===== config.mk =====
export PLATFORM = sky130hd
export DESIGN_NAME = pixel_write_arbiter
export DESIGN_NICKNAME = d
export VERILOG_FILES = /design/src/rtl/piano_tiles_pkg.sv /design/src/rtl/rr_pick.sv /design/src/rtl/pixel_write_arbiter.sv
export SDC_FILE = /design/constraint.sdc
export NUM_CORES = 1
export LEC_CHECK = 0
export CAP_MARGIN = 0
export CORE_MARGIN = 1
export CORE_UTILIZATION = 60
export CTS_BUF_LIST = sky130_fd_sc_hd__clkbuf_8 sky130_fd_sc_hd__clkbuf_16
export DETAILED_ROUTE_END_ITERATION = 8
export DONT_BUFFER_PORTS = 1
export MAX_ROUTING_LAYER = met4
export PLACE_DENSITY = 0.76
export SLEW_MARGIN = 30
export SYNTH_ARGS = -nofsm -noshare
export SYNTH_HDL_FRONTEND = slang
export SYNTH_SLANG_ARGS = --single-unit

===== constraint.sdc =====
create_clock -name i_clk -period 4.8 [get_ports i_clk]
set_input_delay 1.44 -clock i_clk [delete_from_list [all_inputs] [get_ports i_clk]]
set_output_delay 1.44 -clock i_clk [all_outputs]
set_load 0.02 [all_outputs]

===== src/rtl/piano_tiles_pkg.sv =====
// rtl/piano_tiles_pkg.sv - shared widths, arbiter/column state encodings and index helper
package piano_tiles_pkg;

    localparam int X_W     = 10;
    localparam int Y_W     = 9;
    localparam int COLOR_W = 3;
    localparam int IDX_W   = 3;

    typedef enum logic {
        ARB   = 1'b0,
        BURST = 1'b1
    } arb_state_t;

    // Column engine states live here so each requester picks its own color.
    typedef enum logic [1:0] {
        COL_IDLE = 2'd0,
        COL_FALL = 2'd1,
        COL_HIT  = 2'd2,
        COL_MISS = 2'd3
    } col_state_t;

    localparam logic [COLOR_W-1:0] COLOR_BG   = 3'b000;
    localparam logic [COLOR_W-1:0] COLOR_TILE = 3'b111;
    localparam logic [COLOR_W-1:0] COLOR_HIT  = 3'b010;
    localparam logic [COLOR_W-1:0] COLOR_MISS = 3'b100;

    // Wrap by explicit compare so non-power-of-2 requester counts work.
    function automatic logic [IDX_W-1:0] rr_next(input logic [IDX_W-1:0] idx, input int n);
        return (int'(idx) == n - 1) ? '0 : idx + 1'b1;
    endfunction

endpackage


===== src/rtl/rr_pick.sv =====
// rtl/rr_pick.sv - combinational round-robin priority encoder starting at i_ptr
module rr_pick #(
    parameter int N = 4
) (
    input  logic [N-1:0] i_req,
    input  logic [2:0]   i_ptr,
    output logic [N-1:0] o_gnt,
    output logic [2:0]   o_idx,
    output logic         o_valid
);

    int w_cand;

    always_comb begin
        o_gnt   = '0;
        o_idx   = '0;
        o_valid = 1'b0;
        w_cand  = 0;
        for (int k = 0; k < N; k++) begin
            w_cand = int'(i_ptr) + k;
            if (w_cand >= N) begin
                w_cand = w_cand - N;
            end
            for (int j = 0; j < N; j++) begin
                if (!o_valid && (j == w_cand) && i_req[j]) begin
                    o_valid  = 1'b1;
                    o_gnt[j] = 1'b1;
                    o_idx    = 3'(j);
                end
            end
        end
    end

endmodule


===== src/rtl/pixel_write_arbiter.sv =====
// rtl/pixel_write_arbiter.sv - round-robin vga pixel-write arbiter with locked bursts
// Optional starvation watchdog and o_starve_flag port enabled by PIXEL_ARB_WATCHDOG_EN.
module pixel_write_arbiter
    import piano_tiles_pkg::*;
#(
    parameter int NUM_REQ      = 4,
    parameter int MAX_BURST    = 160,
    parameter int STARVE_LIMIT = 512
) (
    input  logic                       i_clk,
    input  logic                       i_resetn,
    input  logic [NUM_REQ-1:0]         i_req,
    input  logic [NUM_REQ-1:0]         i_req_lock,
    input  logic [NUM_REQ*X_W-1:0]     i_req_x,
    input  logic [NUM_REQ*Y_W-1:0]     i_req_y,
    input  logic [NUM_REQ*COLOR_W-1:0] i_req_color,
    output logic [NUM_REQ-1:0]         o_gnt,
    output logic [2:0]                 o_owner,
    output logic [X_W-1:0]             o_vga_x,
    output logic [Y_W-1:0]             o_vga_y,
    output logic [COLOR_W-1:0]         o_vga_color,
`ifdef PIXEL_ARB_WATCHDOG_EN
    output logic                       o_starve_flag,
`endif
    output logic                       o_vga_write
);

    localparam int BC_W = $clog2(MAX_BURST + 1);

    if (NUM_REQ < 2 || NUM_REQ > 8 || MAX_BURST < 1 || STARVE_LIMIT < 1) begin : g_param_check
        $error("pixel_write_arbiter: parameter out of range");
    end

    arb_state_t            r_state;
    logic [2:0]            r_rr_ptr;
    logic [2:0]            r_owner;
    logic [BC_W-1:0]       r_beat_cnt;
    logic [X_W-1:0]        r_vga_x;
    logic [Y_W-1:0]        r_vga_y;
    logic [COLOR_W-1:0]    r_vga_color;
    logic                  r_vga_write;

    logic [NUM_REQ-1:0]    w_pick_gnt;
    logic [2:0]            w_pick_idx;
    logic                  w_pick_valid;
    logic [NUM_REQ-1:0]    w_own_oh;
    logic [NUM_REQ-1:0]    w_gnt;
    logic [2:0]            w_idx;
    logic                  w_any;
    logic                  w_lock_sel;
    logic                  w_own_lock;
    logic [X_W-1:0]        w_sel_x;
    logic [Y_W-1:0]        w_sel_y;
    logic [COLOR_W-1:0]    w_sel_color;
    logic                  w_starve_any;
    logic [NUM_REQ-1:0]    w_starve_gnt;
    logic [2:0]            w_starve_idx;

    rr_pick #(.N(NUM_REQ)) u_rr_pick (
        .i_req   (i_req),
        .i_ptr   (r_rr_ptr),
        .o_gnt   (w_pick_gnt),
        .o_idx   (w_pick_idx),
        .o_valid (w_pick_valid)
    );

`ifdef PIXEL_ARB_WATCHDOG_EN
    logic [9:0]         r_wait [NUM_REQ];
    logic [NUM_REQ-1:0] w_starve;
    logic               r_starve_flag;

    always_comb begin
        w_starve     = '0;
        w_starve_gnt = '0;
        w_starve_idx = '0;
        for (int j = 0; j < NUM_REQ; j++) begin
            w_starve[j] = i_req[j] && (int'(r_wait[j]) >= STARVE_LIMIT);
        end
        for (int j = NUM_REQ - 1; j >= 0; j--) begin
            if (w_starve[j]) begin
                w_starve_gnt    = '0;
                w_starve_gnt[j] = 1'b1;
                w_starve_idx    = 3'(j);
            end
        end
        w_starve_any = |w_starve;
    end

    always_ff @(posedge i_clk or negedge i_resetn) begin
        if (!i_resetn) begin
            for (int j = 0; j < NUM_REQ; j++) begin
                r_wait[j] <= '0;
            end
            r_starve_flag <= 1'b0;
        end else begin
            for (int j = 0; j < NUM_REQ; j++) begin
                if (!i_req[j] || w_gnt[j]) begin
                    r_wait[j] <= '0;
                end else if (r_wait[j] != '1) begin
                    r_wait[j] <= r_wait[j] + 1'b1;
                end
            end
            if (w_starve_any) begin
                r_starve_flag <= 1'b1;
            end
        end
    end

    assign o_starve_flag = r_starve_flag;
`else
    assign w_starve_any = 1'b0;
    assign w_starve_gnt = '0;
    assign w_starve_idx = '0;
`endif

    always_comb begin
        w_own_oh = '0;
        for (int j = 0; j < NUM_REQ; j++) begin
            w_own_oh[j] = (r_owner == 3'(j));
        end
    end

    // Grant is combinational but forced off while reset is held.
    always_comb begin
        w_gnt = '0;
        w_idx = r_owner;
        if (r_state == BURST) begin
            w_gnt = i_req & w_own_oh;
        end else if (w_starve_any) begin
            w_gnt = w_starve_gnt;
            w_idx = w_starve_idx;
        end else if (w_pick_valid) begin
            w_gnt = w_pick_gnt;
            w_idx = w_pick_idx;
        end
        if (!i_resetn) begin
            w_gnt = '0;
        end
    end

    assign w_any      = |w_gnt;
    assign w_lock_sel = |(i_req_lock & w_gnt);
    assign w_own_lock = |(i_req_lock & w_own_oh);

    always_comb begin
        w_sel_x     = '0;
        w_sel_y     = '0;
        w_sel_color = '0;
        for (int j = 0; j < NUM_REQ; j++) begin
            if (w_gnt[j]) begin
                w_sel_x     = i_req_x[j*X_W +: X_W];
                w_sel_y     = i_req_y[j*Y_W +: Y_W];
                w_sel_color = i_req_color[j*COLOR_W +: COLOR_W];
            end
        end
    end

    always_ff @(posedge i_clk or negedge i_resetn) begin
        if (!i_resetn) begin
            r_state     <= ARB;
            r_rr_ptr    <= '0;
            r_owner     <= '0;
            r_beat_cnt  <= '0;
            r_vga_x     <= '0;
            r_vga_y     <= '0;
            r_vga_color <= '0;
            r_vga_write <= 1'b0;
        end else begin
            r_vga_write <= w_any;
            if (w_any) begin
                r_vga_x     <= w_sel_x;
                r_vga_y     <= w_sel_y;
                r_vga_color <= w_sel_color;
            end
            case (r_state)
                ARB: begin
                    if (w_any) begin
                        r_owner  <= w_idx;
                        r_rr_ptr <= rr_next(w_idx, NUM_REQ);
                        if (w_lock_sel && MAX_BURST > 1) begin
                            r_state    <= BURST;
                            r_beat_cnt <= BC_W'(1);
                        end
                    end
                end
                BURST: begin
                    if (!w_any) begin
                        r_state <= ARB;
                    end else begin
                        if (int'(r_beat_cnt) < MAX_BURST) begin
                            r_beat_cnt <= r_beat_cnt + 1'b1;
                        end
                        if (!w_own_lock || (int'(r_beat_cnt) + 1 == MAX_BURST) || w_starve_any) begin
                            r_state <= ARB;
                        end
                    end
                end
                default: r_state <= ARB;
            endcase
        end
    end

    assign o_gnt       = w_gnt;
    assign o_owner     = r_owner;
    assign o_vga_x     = r_vga_x;
    assign o_vga_y     = r_vga_y;
    assign o_vga_color = r_vga_color;
    assign o_vga_write = r_vga_write;

endmodule


==> After elaboration in Yosys (flattened, before gate mapping) <==
Index checks and enable logic that the tools add are counted.
{ "totals": {"latch_bits": 0, "input_bits": 98, "out_inout_bits": 30, "ram_bits": 0, "n_memories": 0, "register_bits": 38, "rom_bits": 0} }
{ "op_classes": {"n_div": 0, "n_bitwise": 4, "magnitude_cmp": 5, "n_shift": 0, "reduce_logical": 58, "addsub": 10, "eq_ne": 21, "n_mul": 0, "muxes": 78} }
{ "ops": {"columns": ["op", "count"], "rows": [
  ["$eq 3x32->1 const A", 8],
  ["$eq 2x32->1 const A", 4],
  ["$logic_not 32->1", 4],
  ["$mux 32", 4],
  ["$ge 32x4->1 const B", 3],
  ["$sub 32x4->32 const B", 3],
  ["$mux 10", 4],
  ["$mux 1", 36],
  ["$mux 9", 4],
  ["$mux 8", 4],
  ["$logic_and 1x1->1", 31],
  ["$mux 2", 14],
  ["$mux 3", 7],
  ["$logic_not 1->1", 16],
  ["$pmux 8 s2", 1],
  ["$and 4x4->4", 3],
  ["$mux 4", 3],
  ["$reduce_or 4->1", 3],
  ["$add 8x1->9 const B", 1],
  ["$eq 9x8->1 const B", 1],
  ["$add 3x2->4 const B", 2],
  ["$add 8x1->8 const B", 1],
  ["$lt 8x8->1 const B", 1],
  ["$eq 3x2->1 const B", 2],
  ["other kinds (14)", 16]
]} }

==> Logic depth before layout (Yosys ltp) <==
Gate-level depths: netlist of run 1.
{ "depth": {"depth_word": 73, "mapped_depth": 10} }

==> Hierarchy <==
A second synthesis of run 1 with hierarchy kept.
{ "unflattened": {"hier_cells": 281, "area_unflattened_um2": 2637.5} }
{ "by_module_without_submodules": {"columns": ["mod", "n_inst", "seq_area_each_um2", "area_per_inst_um2", "cells_per_inst"], "rows": [
  ["pixel_write_arbiter", 1, 950.9, 2324.7, 239],
  ["rr_pick", 1, 0.0, 312.8, 42]
]} }

==> Least setup slack after synthesis of run 1 <==
Ideal clock, no wire load.
{ "synth_path": {"path_type": "in2out", "from": "input port i_req[2]", "to": "output port o_gnt[1]", "path_stages": 6, "arrival_time_ns": 3.075, "slack_ns": 0.285, "n_path_buf": 2, "path_cell_list": "buf_2 or3_4 nand3_2 or3b_4 a21oi_4 clkbuf_1"} }
{ "synth_via": {"elab_chain_len": 57, "word_cells_on_any_way": 60, "classes_between": "20 x mux; 40 x reduce/logical"} }
{ "synth_lines": {"columns": ["element", "line", "text"], "rows": [
  ["start, declared", "pixel_write_arbiter.sv:12", "input logic [NUM_REQ-1:0] i_req,"],
  ["$logic_and 1x1->1", "rr_pick.sv:25", "if (!o_valid && (j == w_cand) && i_req[j]) begin"],
  ["$mux 1", "rr_pick.sv:25", null],
  ["$logic_not 1->1", "rr_pick.sv:25", null],
  ["$logic_and 1x1->1 (2 in a row)", "rr_pick.sv:25", null],
  ["$mux 1", "rr_pick.sv:25", null],
  ["$logic_not 1->1", "rr_pick.sv:25", null],
  ["$logic_and 1x1->1 (2 in a row)", "rr_pick.sv:25", null],
  ["$mux 1", "rr_pick.sv:25", null],
  ["[... 37 more ...]", null, null],
  ["$logic_and 1x1->1 (2 in a row)", "rr_pick.sv:25", null],
  ["$mux 1", "rr_pick.sv:25", null],
  ["$logic_not 1->1", "rr_pick.sv:25", null],
  ["$logic_and 1x1->1 (2 in a row)", "rr_pick.sv:25", null],
  ["$mux 1", "rr_pick.sv:25", null],
  ["$mux 4 *", "pixel_write_arbiter.sv:132", "end else if (w_pick_valid) begin"],
  ["$mux 4 *", "pixel_write_arbiter.sv:127", "if (r_state == BURST) begin"],
  ["$mux 4 *", "pixel_write_arbiter.sv:136", "if (!i_resetn) begin"],
  ["end, declared", "pixel_write_arbiter.sv:17", "output logic [NUM_REQ-1:0] o_gnt,"]
]} }
Mark *: on every way between the ends. The rest lies on a longest branch, timed or not.

==> Worst setup path in the final report of run 1 <==
Same ends and word-level chain as after synthesis.

==> results of run 1 <==
placed cells by master (no fill, tap or decap), drive strengths merged, types with 2 or more instances in the layout:
master and count:
nor3 9, ha 2, nand3 10, o31ai 3
a21o 5, nor3b 2, nand2b 5, a222oi 22
a31oi 24, o211ai 2, and2 4, and3 2
o22a 3, a211o 4, a21oi 9, nor2b 5
nor2 25, inv 8, nand4 5, mux2 3
a2111oi 2, dfrtp 38, clkinv 2, nor4bb 2
clkbuf 5, buf 7, nand2 37, o21a 2
nand4b 3, nor4 2, o21ai 7
worst max path at each step:
stage	start	endpoint	depth (start not counted)
2_1_floorplan	i_req[2]	o_gnt[1]	6
3_3_place_gp	i_req[2]	o_gnt[0]	4
3_5_place_dp	i_req[2]	o_gnt[1]	4
4_1_cts	i_req[2]	o_gnt[1]	4
5_1_grt	i_req[2]	o_gnt[0]	4
6_report	i_req[2]	o_gnt[1]	4
final cells by class:
class / count / area [um^2] / area share
well taps: 50 / 62.6 / 0.0238
repair buffers: 7 / 52.6 / 0.0200
clock buffers: 5 / 68.8 / 0.0262
multi-input cells: 219 / 1450 / 0.552
flip-flops and latches: 38 / 951 / 0.362
inverters: 8 / 30.0 / 0.0114
clock inverters: 2 / 10.0 / 0.00381
cells in the mapped netlist (2+ instances only):
library cell / instances / area (um^2)
sky130_fd_sc_hd__clkbuf_1: 17 / 63.8
sky130_fd_sc_hd__o21a_1: 2 / 15.0
sky130_fd_sc_hd__nor4bb_1: 2 / 20.0
sky130_fd_sc_hd__nor2_1: 25 / 93.8
sky130_fd_sc_hd__nand2b_1: 5 / 31.3
sky130_fd_sc_hd__nand3_1: 9 / 45.0
sky130_fd_sc_hd__mux2_2: 3 / 33.8
sky130_fd_sc_hd__o31ai_1: 3 / 22.5
sky130_fd_sc_hd__nor4_1: 2 / 12.5
sky130_fd_sc_hd__nor2b_1: 5 / 31.3
sky130_fd_sc_hd__inv_1: 8 / 30.0
sky130_fd_sc_hd__a21oi_2: 2 / 17.5
sky130_fd_sc_hd__a222oi_1: 22 / 220
sky130_fd_sc_hd__a211o_1: 4 / 35.0
sky130_fd_sc_hd__ha_1: 2 / 25.0
sky130_fd_sc_hd__o22a_1: 3 / 26.3
sky130_fd_sc_hd__dfrtp_1: 38 / 951
sky130_fd_sc_hd__a21o_1: 5 / 37.5
sky130_fd_sc_hd__a2111oi_1: 2 / 20.0
sky130_fd_sc_hd__a31oi_1: 24 / 150
sky130_fd_sc_hd__buf_2: 4 / 20.0
sky130_fd_sc_hd__o21ai_0: 7 / 35.0
sky130_fd_sc_hd__and3_1: 2 / 12.5
sky130_fd_sc_hd__o211ai_1: 2 / 15.0
sky130_fd_sc_hd__nand2_1: 37 / 139
sky130_fd_sc_hd__a21oi_1: 6 / 30.0
sky130_fd_sc_hd__and2_1: 3 / 18.8
sky130_fd_sc_hd__nand4b_1: 3 / 26.3
sky130_fd_sc_hd__nor3_1: 9 / 45.0
sky130_fd_sc_hd__nand4_1: 5 / 31.3
sky130_fd_sc_hd__nor3b_1: 2 / 15.0
where the power goes:
group          switching, mW  total, mW  internal [mW]
clock                  0.108      0.205         0.0973
sequential             0.280      0.741          0.462
combinational          0.499      0.874          0.375
metal layers:
layer	track usage	vias up
met2	0.441	131
met3	0.0548	11
li1	-	1099
met5	-	-
met4	0.104	0
met1	0.416	1161
flip-flops by register name, indices dropped and copies added, names as in the netlist:
signal / flops
o_vga_y: 9
o_vga_color: 3
r_beat_cnt: 8
r_rr_ptr: 3
o_vga_x: 10
o_vga_write: 1
r_state: 1
o_owner: 3
cells by family after synthesis:
family	count (synthesis)	synth area share
flip-flops	38	0.377
AO/OA/AOI/OAI	95	0.301
AND/OR/NAND/NOR	118	0.240
multiplexers	4	0.0223
buffers and inverters	30	0.0497
adder cells (fa/ha/maj)	2	0.00993
per-stage QoR:
stage	utilization	setup WS [ns]	power [mW]
CTS	0.651	0.774	1.82
global placement	0.632	0.779	1.61
global route	0.651	0.644	1.95
detailed placement	0.632	0.778	1.61
floorplan	-	0.285	1.42
finish	0.651	0.767	1.82
==> flow_summary.json, run 1 <==
{
  "run_status": "complete, but fails checks",
  "failing_checks": "design-rule violations",
  "ordered_cell_list_for_the_critical_path": "or3_4 > nand3_2 > or3b_4 > a21oi_4",
  "core_area_mm2": 0.00403,
  "cts_made_buffers": 5,
  "holdPathEnd": "r_beat_cnt[1]$_DFFE_PN0P_",
  "worstSetupStartpointType": "primary input",
  "crit_fanout": 10,
  "vdd.ir_drop.worst_uv": 452,
  "number_of_synthesized_flops_with_an_enable_pin": 0,
  "grt-ovfl-total": 0,
  "type_of_the_most_critical_hold_path": "register to register",
  "post_drt_via_cell_ratio": 7.30,
  "design.die.area_mm2": 0.00446,
  "timing.max_cap.violations": 0,
  "place_inst": 322,
  "critical_path.max_stage_delay_ns": 0.42,
  "dp.final_hpwl_um": 4620,
  "instances_no_fill": 329,
  "grt_start_max_net_pins": 45,
  "cts.sinks": 38,
  "ant_nets": 0,
  "htree_levels": 2,
  "rows": 23,
  "synthesis_stage_register_bit_count": 38,
  "detail_route.wirelength.met1_um": 2850,
  "wire_length_of_the_first_global_routing_pass_um": 9780,
  "avgRoutedWirePerCell_um": 19.8,
  "clkLatencyLatePin_ns": 0.29,
  "pwr_density_cell_mw_per_mm2": 694,
  "yosysUniqueCellTypes": 55,
  "synth-warning-count": 0,
  "cts.repair_timing.setup_buffer_count": 0,
  "setup_tns_ns": 0,
  "antenna_found_initial": 0,
  "die_height_um": 66.8,
  "num_vias": 2402,
  "drt-pass1-iter-count": 9,
  "hold_path_depth": 1,
  "reg2reg_from": "r_rr_ptr[0]$_DFFE_PN0P_",
  "portBuffers": 0,
  "reg2regPathDepth": 8,
  "syn-cell-area_mm2": 0.00252,
  "design.portCount": 128,
  "grt_pass1_vias": 2043,
  "post_synth_inst_count": 287,
  "met2_length_um": 3030,
  "antennaDiodeCount": 0,
  "max_freq_mhz": 248,
  "report.final.hold_viol_count": 0,
  "root_buffer": "sky130_fd_sc_hd__clkbuf_8",
  "hold_ws_ns": 0.561,
  "cts_hold_buffers": 0,
  "p_leak_nw": 1.10,
  "ys_dominant_reg_cell": "sky130_fd_sc_hd__dfrtp_1",
  "critical_path_buf_inv_count": 0,
  "worstSetupEndpointType": "primary output",
  "cp.required_ns": 3.36,
  "maxUsedRoutingLayer": "met4",
  "holdCritStartpoint": "r_beat_cnt[1]$_DFFE_PN0P_",
  "tritoncts": "done",
  "post_cts.resized_instances": 0,
  "clk_transition_reported_paths_ns": 0.07,
  "report.final.slew_viol_count": 0,
  "slew_headroom": 0.545,
  "die_outline_width_um": 66.8,
  "detailedRoute.firstIterationViolations": 288,
  "synth_async_sr_flop_share": 1.00,
  "reg2reg_to": "r_beat_cnt[0]$_DFFE_PN0P_",
  "met3_wirelength_um": 566,
  "arrival_time_at_the_worst_endpoint_ns": 2.59,
  "regToRegSetupSlack_ns": 1.70,
  "min_period_over_period": 0.840,
  "skew_ns": 0.00835,
  "post_route_cells_drive_above_1_share": 0.104,
  "clockBufferDepth": 2,
  "crit_slowest_cell": "sky130_fd_sc_hd__or3b_4",
  "setup_repair_after_global_routing_missed_its_margin": "no",
  "synth_seq_area_share": 0.377,
  "drc": 5,
  "drt_wl_total_um": 6520,
  "syn_nets": 387,
  "layout_min_cycle_time_ns": 4.03,
  "floorplan.initialDensity": 0.625,
  "layout_filler_cell_count": 350,
  "placed_cell_area_mm2": 0.00254,
  "syn_area_per_cell_um2": 8.78,
  "postLayoutCellArea_mm2": 0.00262,
  "cp_top_family": "simple AND/OR/NAND/NOR gates",
  "timing_worst_setup_path_type": "primary input to primary output",
  "place.gp.congestion": 1.03,
  "nNetsFinal": 379,
  "areaGrowthSynthToFinish_pct": 4.12,
  "final-setup-viol-count": 0,
  "worst_tran_pin_value_ns": 0.677,
  "overall_global_routing_resource_usage": 0.301
}
Note: power is estimated with default switching activity, not from simulation.
==> inputs of run 2 (changes only) <==
--- a/config.mk
+++ b/config.mk
@@ -7,12 +7,12 @@
 export LEC_CHECK = 0
 export CAP_MARGIN = 0
 export CORE_MARGIN = 1
-export CORE_UTILIZATION = 60
+export CORE_UTILIZATION = 57
 export CTS_BUF_LIST = sky130_fd_sc_hd__clkbuf_8 sky130_fd_sc_hd__clkbuf_16
 export DETAILED_ROUTE_END_ITERATION = 8
 export DONT_BUFFER_PORTS = 1
 export MAX_ROUTING_LAYER = met4
-export PLACE_DENSITY = 0.76
+export PLACE_DENSITY = 0.75
 export SLEW_MARGIN = 30
 export SYNTH_ARGS = -nofsm -noshare
 export SYNTH_HDL_FRONTEND = slang
==> constraint.sdc (replaced) <==
create_clock -name i_clk -period 3.5 [get_ports i_clk]
set_input_delay 1.05 -clock i_clk [delete_from_list [all_inputs] [get_ports i_clk]]
set_output_delay 1.05 -clock i_clk [all_outputs]
set_load 0.02 [all_outputs]
==> run 2 against run 1 <==
Net effect: the flow now finishes without violations; cell area increased by 2.8%; register-to-register slack got worse by 1.1 ns; clock skew decreased by 0.0010 ns; largest cell class unchanged; count of clock-buffer cells in the layout increased by 3; setup slack got worse by 0.60 ns; sequential cell count unchanged; clock power increased by 71%; critical path depth increased by 1; largest power group unchanged.
==> flow_summary.json, run 2 (synthesized netlist as in run 1, its figures left out) <==
{
  "detailedRoute.firstIterationViolations": 235,
  "largest_register_ff_count": 10,
  "core_area_mm2": 0.00412,
  "place.gp.congestion": 0.916,
  "arrival_time_at_the_worst_endpoint_ns": 2.28,
  "drt-pass1-iter-count": 7,
  "total_power_mw": 2.60,
  "p_leak_nw": 1.14,
  "cts.repair_timing.setup_buffer_count": 0,
  "min_period_over_period": 0.952,
  "areaGrowthSynthToFinish_pct": 7.00,
  "post_cts.resized_instances": 0,
  "antenna_found_initial": 0,
  "cp.required_ns": 2.45,
  "dp_slack_ns": 0.170,
  "clkLatencyLatePin_ns": 0.29,
  "pwr_density_cell_mw_per_mm2": 966,
  "setup_repair_after_global_routing_missed_its_margin": "no",
  "drc": 0,
  "layout.cells.most_common_list": "sky130_fd_sc_hd__dfrtp_1, sky130_fd_sc_hd__nand2_1, sky130_fd_sc_hd__nor2_1",
  "overall_global_routing_resource_usage": 0.275,
  "post_route_cells_drive_above_1_share": 0.117,
  "ant_nets": 0,
  "clk_transition_reported_paths_ns": 0.08,
  "portBuffers": 0,
  "antennaDiodeCount": 0,
  "grt-ovfl-total": 0,
  "die_outline_width_um": 68.5,
  "timing.max_cap.violations": 0,
  "final_core_utilization": 0.655,
  "cts.sinks": 38,
  "worstSetupStartpointType": "primary input",
  "rows": 23,
  "type_of_the_most_critical_hold_path": "primary input to async pin",
  "design.portCount": 128,
  "slew_headroom": 0.474,
  "worstSetupEndpointType": "primary output",
  "final-setup-viol-count": 0,
  "dp.final_hpwl_um": 4540,
  "cts_made_buffers": 5,
  "layout_min_cycle_time_ns": 3.33,
  "report.final.slew_viol_count": 0,
  "tritoncts": "done",
  "place_inst": 325,
  "worst_tran_pin_value_ns": 0.786,
  "num_vias": 2347,
  "root_buffer": "sky130_fd_sc_hd__clkbuf_8",
  "max_freq_mhz": 300,
  "post_drt_via_cell_ratio": 7.05,
  "clockBufferDepth": 2,
  "cts_hold_buffers": 0,
  "timing_worst_setup_path_type": "primary input to primary output",
  "vdd.ir_drop.worst_uv": 614,
  "regToRegSetupSlack_ns": 0.61,
  "instances_no_fill": 333,
  "design.die.area_mm2": 0.00469,
  "postLayoutSetupSlackWorst_ns": 0.167,
  "crit_fanout": 11,
  "grt_pass1_vias": 1955,
  "final_common_cell": "sky130_fd_sc_hd__dfrtp_1",
  "wire_length_of_the_first_global_routing_pass_um": 9230,
  "setup_tns_ns": 0,
  "avgRoutedWirePerCell_um": 19.2,
  "floorplan.initialDensity": 0.612,
  "drt_wl_total_um": 6400,
  "grt_start_max_net_pins": 45,
  "skew_ns": 0.00733,
  "die_height_um": 68.5,
  "report.final.hold_viol_count": 0,
  "nNetsFinal": 382,
  "htree_levels": 2,
  "run_status": "completed"
}
[run 2: cell count changes in the layout (fill, tap and decap cells not counted)]
cell                       before  now
sky130_fd_sc_hd__clkbuf_8       5    8
sky130_fd_sc_hd__buf_4          7    9
sky130_fd_sc_hd__clkinv_2       2    0
sky130_fd_sc_hd__buf_12         0    1
sky130_fd_sc_hd__nor3_2         1    0
sky130_fd_sc_hd__nor3_4         0    1
[run 2: worst max-delay path, stage by stage]
cell	delay (ns)
sky130_fd_sc_hd__or3_4	0.37
sky130_fd_sc_hd__a311oi_1	0.32
sky130_fd_sc_hd__a22oi_1	0.17
sky130_fd_sc_hd__a21oi_2	0.19
sky130_fd_sc_hd__buf_12	0.17
[run 2: layer usage]
layer,track usage,share of wire
met1,0.349,0.42
met2,0.444,0.50
met3,0.0576,0.070
met4,0.0781,0.0073
met5,-,0
[run 2: area by class of cell]
cell class,count,area (um^2)
flip-flops and latches,38,951
clock buffers,8,110
inverters,8,30.0
repair buffers,10,87.6
fillers,339,1420
well taps,50,62.6
multi-input cells,219,1460
[run 2: stage by stage]
step | area (um^2) | hold WS (ns)
finish | 2700 | 0.451
global route | 2700 | 0.432
CTS | 2700 | 0.442
detailed placement | 2590 | 0.535
global placement | 2580 | 0.525
floorplan | 2550 | 0.501
[run 2: final timing paths]
kind	start	to	cells after the start
worst max-delay path	i_req[1]	o_gnt[0]	5
worst min-delay path	i_resetn	o_vga_y[2]$_DFFE_PN0P_	0
worst max register to register	r_rr_ptr[1]$_DFFE_PN0P_	r_beat_cnt[6]$_DFFE_PN0P_	8
worst min register to register	r_beat_cnt[1]$_DFFE_PN0P_	r_beat_cnt[1]$_DFFE_PN0P_	1
max in group asynchronous	i_resetn	r_state$_DFF_PN0_	0
min in group i_clk	r_beat_cnt[1]$_DFFE_PN0P_	r_beat_cnt[1]$_DFFE_PN0P_	1
[run 2: power breakdown]
| part | switching [mW] | internal (mW) | total, mW |
|---|---|---|---|
| Combinational | 0.654 | 0.554 | 1.21 |
| Clock | 0.151 | 0.199 | 0.350 |
| Sequential | 0.414 | 0.632 | 1.05 |
| Total | 1.22 | 1.38 | 2.60 |
==> variant, RTL diff (config.mk and constraints of run 2) <==
`X_W`: 10 -> 5.
--- a/src/rtl/piano_tiles_pkg.sv
+++ b/src/rtl/piano_tiles_pkg.sv
@@ -1,7 +1,7 @@
 // rtl/piano_tiles_pkg.sv - shared widths, arbiter/column state encodings and index helper
 package piano_tiles_pkg;
 
-    localparam int X_W     = 10;
+    localparam int X_W     = 5;
     localparam int Y_W     = 9;
     localparam int COLOR_W = 3;
     localparam int IDX_W   = 3;
Ports: changed (resized i_req_x and o_vga_x); port bits go from 128 to 103. The function was not compared with the original's and may differ.
==> variant against run 2 <==
The flow now finishes with violations (negative setup slack). Wire length is 9.8% lower. Setup slack worse by 0.24 ns. Cell area is 7.5% lower. Register-to-register slack better by 0.08 ns. Highest routed layer unchanged. Final cell count is 7.8% lower. Total power is 8.3% lower. Synthesized area is 13% lower. Clock skew hardly changed. Sequential cell count is 5 lower. Largest cell class unchanged. First-iteration DRC count is 9.4% higher.
==> variant: results (changes against run 2) <==
| Metric | Value |
|---|---|
| Setup TNS | `-0.0704 ns (was 0 ns)` |
| Pin count of the biggest net entering global routing | `43 (was 45)` |
| Share of cells above drive strength 1 | `16.2% (was 11.7%)` |
| Worst vdd ir | `0.000571 V (was 0.000614 V)` |
| Routed wire per std cell | `18.8 um (was 19.2 um)` |
| Post-synth top cells | `dfrtp_1, nand2_1, a31oi_1 (was dfrtp_1, nand2_1, nor2_1)` |
| Detail-routed via count per cell | `7.01 (was 7.05)` |
| Clock share of power | `17.9% (was 13.4%)` |
| Failing checks | `negative setup slack` |
| Fill cells | `313 (was 339)` |
| Final Routed Wirelength | `5780 um (was 6400 um)` |
| P_comb | `0.00111 W (was 0.00121 W)` |
| Drt initial violations | `257 (was 235)` |
| Routed length on met3 | `512 um (was 451 um)` |
| M1 wire length | `2380 um (was 2700 um)` |
| GRT Total Usage | `29.6% (was 27.5%)` |
| Syn_nets | `328 (was 387)` |
| Synth Area in Compound Gates | `29.9% (was 30.1%)` |
| Routed wire length on met2 | `2790 um (was 3200 um)` |
| Critical path's slowest cell | `mux4_2 (was or3_4)` |
| Cell Count Post-Placement | `299 (was 325)` |
| Leak | `1.04 nW (was 1.14 nW)` |
| Mux share of post-synthesis cell area | `3.59% (was 2.23%)` |
| Sequential-to-total area share from yosys stat | `37.6% (was 37.7%)` |
| NumNets Final | `338 (was 382)` |
| Largest stage delay, worst path | `0.51 ns (was 0.37 ns)` |
| Clock Power | `0.000429 W (was 0.000350 W)` |
| Setup WS post-layout | `-0.0704 ns (was 0.167 ns)` |
| Syn_area_per_cell | `8.84 um^2 (was 8.78 um^2)` |
| Vias in the first global route | `1,876 (was 1,955)` |
| Final setup violation count | `1 (was 0)` |
| Top cells by area, synth | `dfrtp_1, a222oi_1, a31oi_1, nand2_1, nor2_1 (unchanged)` |
| Slew headroom | `58.7% (was 47.4%)` |
| Max reg flops | `9 (was 10)` |
| Status | `finished, violations left (was complete, no violations)` |
| Post-detail-place hpwl | `4180 um (was 4540 um)` |
variant: routing by layer:
layer / track usage, % / vias to the layer above
met1: 40.3 / 1028
li1: - / 987
met3: 6.79 / 12
met5: - / -
met2: 44.0 / 124
met4: 8.52 / 0
variant: final cells by class:
cell class	instances	area share, %
repair buffers	18	5.57
clock buffers	5	2.76
flip-flops and latches	33	33.1
well taps	48	2.41
multi-input cells	187	51.4
clock inverters	3	2.61
inverters	13	2.16
variant: per-stage QoR:
step                      utilization, %  cell area (um^2)  hold WS (ns)  setup WS (ns)
after floorplan                        -              2240         0.502         -0.288
after global placement              63.7              2350         0.532        -0.0743
after detailed placement            63.7              2350         0.538        -0.0901
after CTS                           67.3              2480         0.447        -0.0918
after global routing                67.6              2490         0.440         -0.131
final                               67.6              2490         0.451        -0.0704
variant: final timing paths:
kind | start | end | slack (ns)
worst max-delay path | i_req[2] | o_gnt[3] | -0.07
worst min-delay path | i_resetn | r_beat_cnt[0]$_DFFE_PN0P_ | 0.45
worst max register to register | r_rr_ptr[0]$_DFFE_PN0P_ | r_beat_cnt[2]$_DFFE_PN0P_ | 0.69
worst min register to register | r_beat_cnt[2]$_DFFE_PN0P_ | r_beat_cnt[2]$_DFFE_PN0P_ | 0.56
max in group asynchronous | i_resetn | r_beat_cnt[6]$_DFFE_PN0P_ | 2.96
min in group i_clk | r_beat_cnt[2]$_DFFE_PN0P_ | r_beat_cnt[2]$_DFFE_PN0P_ | 0.56
variant: cells by family (layout without fill, tap and decap cells):
family	Yosys count	in the layout
multiplexers	5	5
AND/OR/NAND/NOR	96	96
adder cells (fa/ha/maj)	2	2
buffers and inverters	28	39
AO/OA/AOI/OAI	84	84
flip-flops	33	33
variant: what timing repair did:
action                     in CTS  in global routing
gates resized for setup         1                  1
cloned                          0                  0
setup endpoints to repair       2                  2
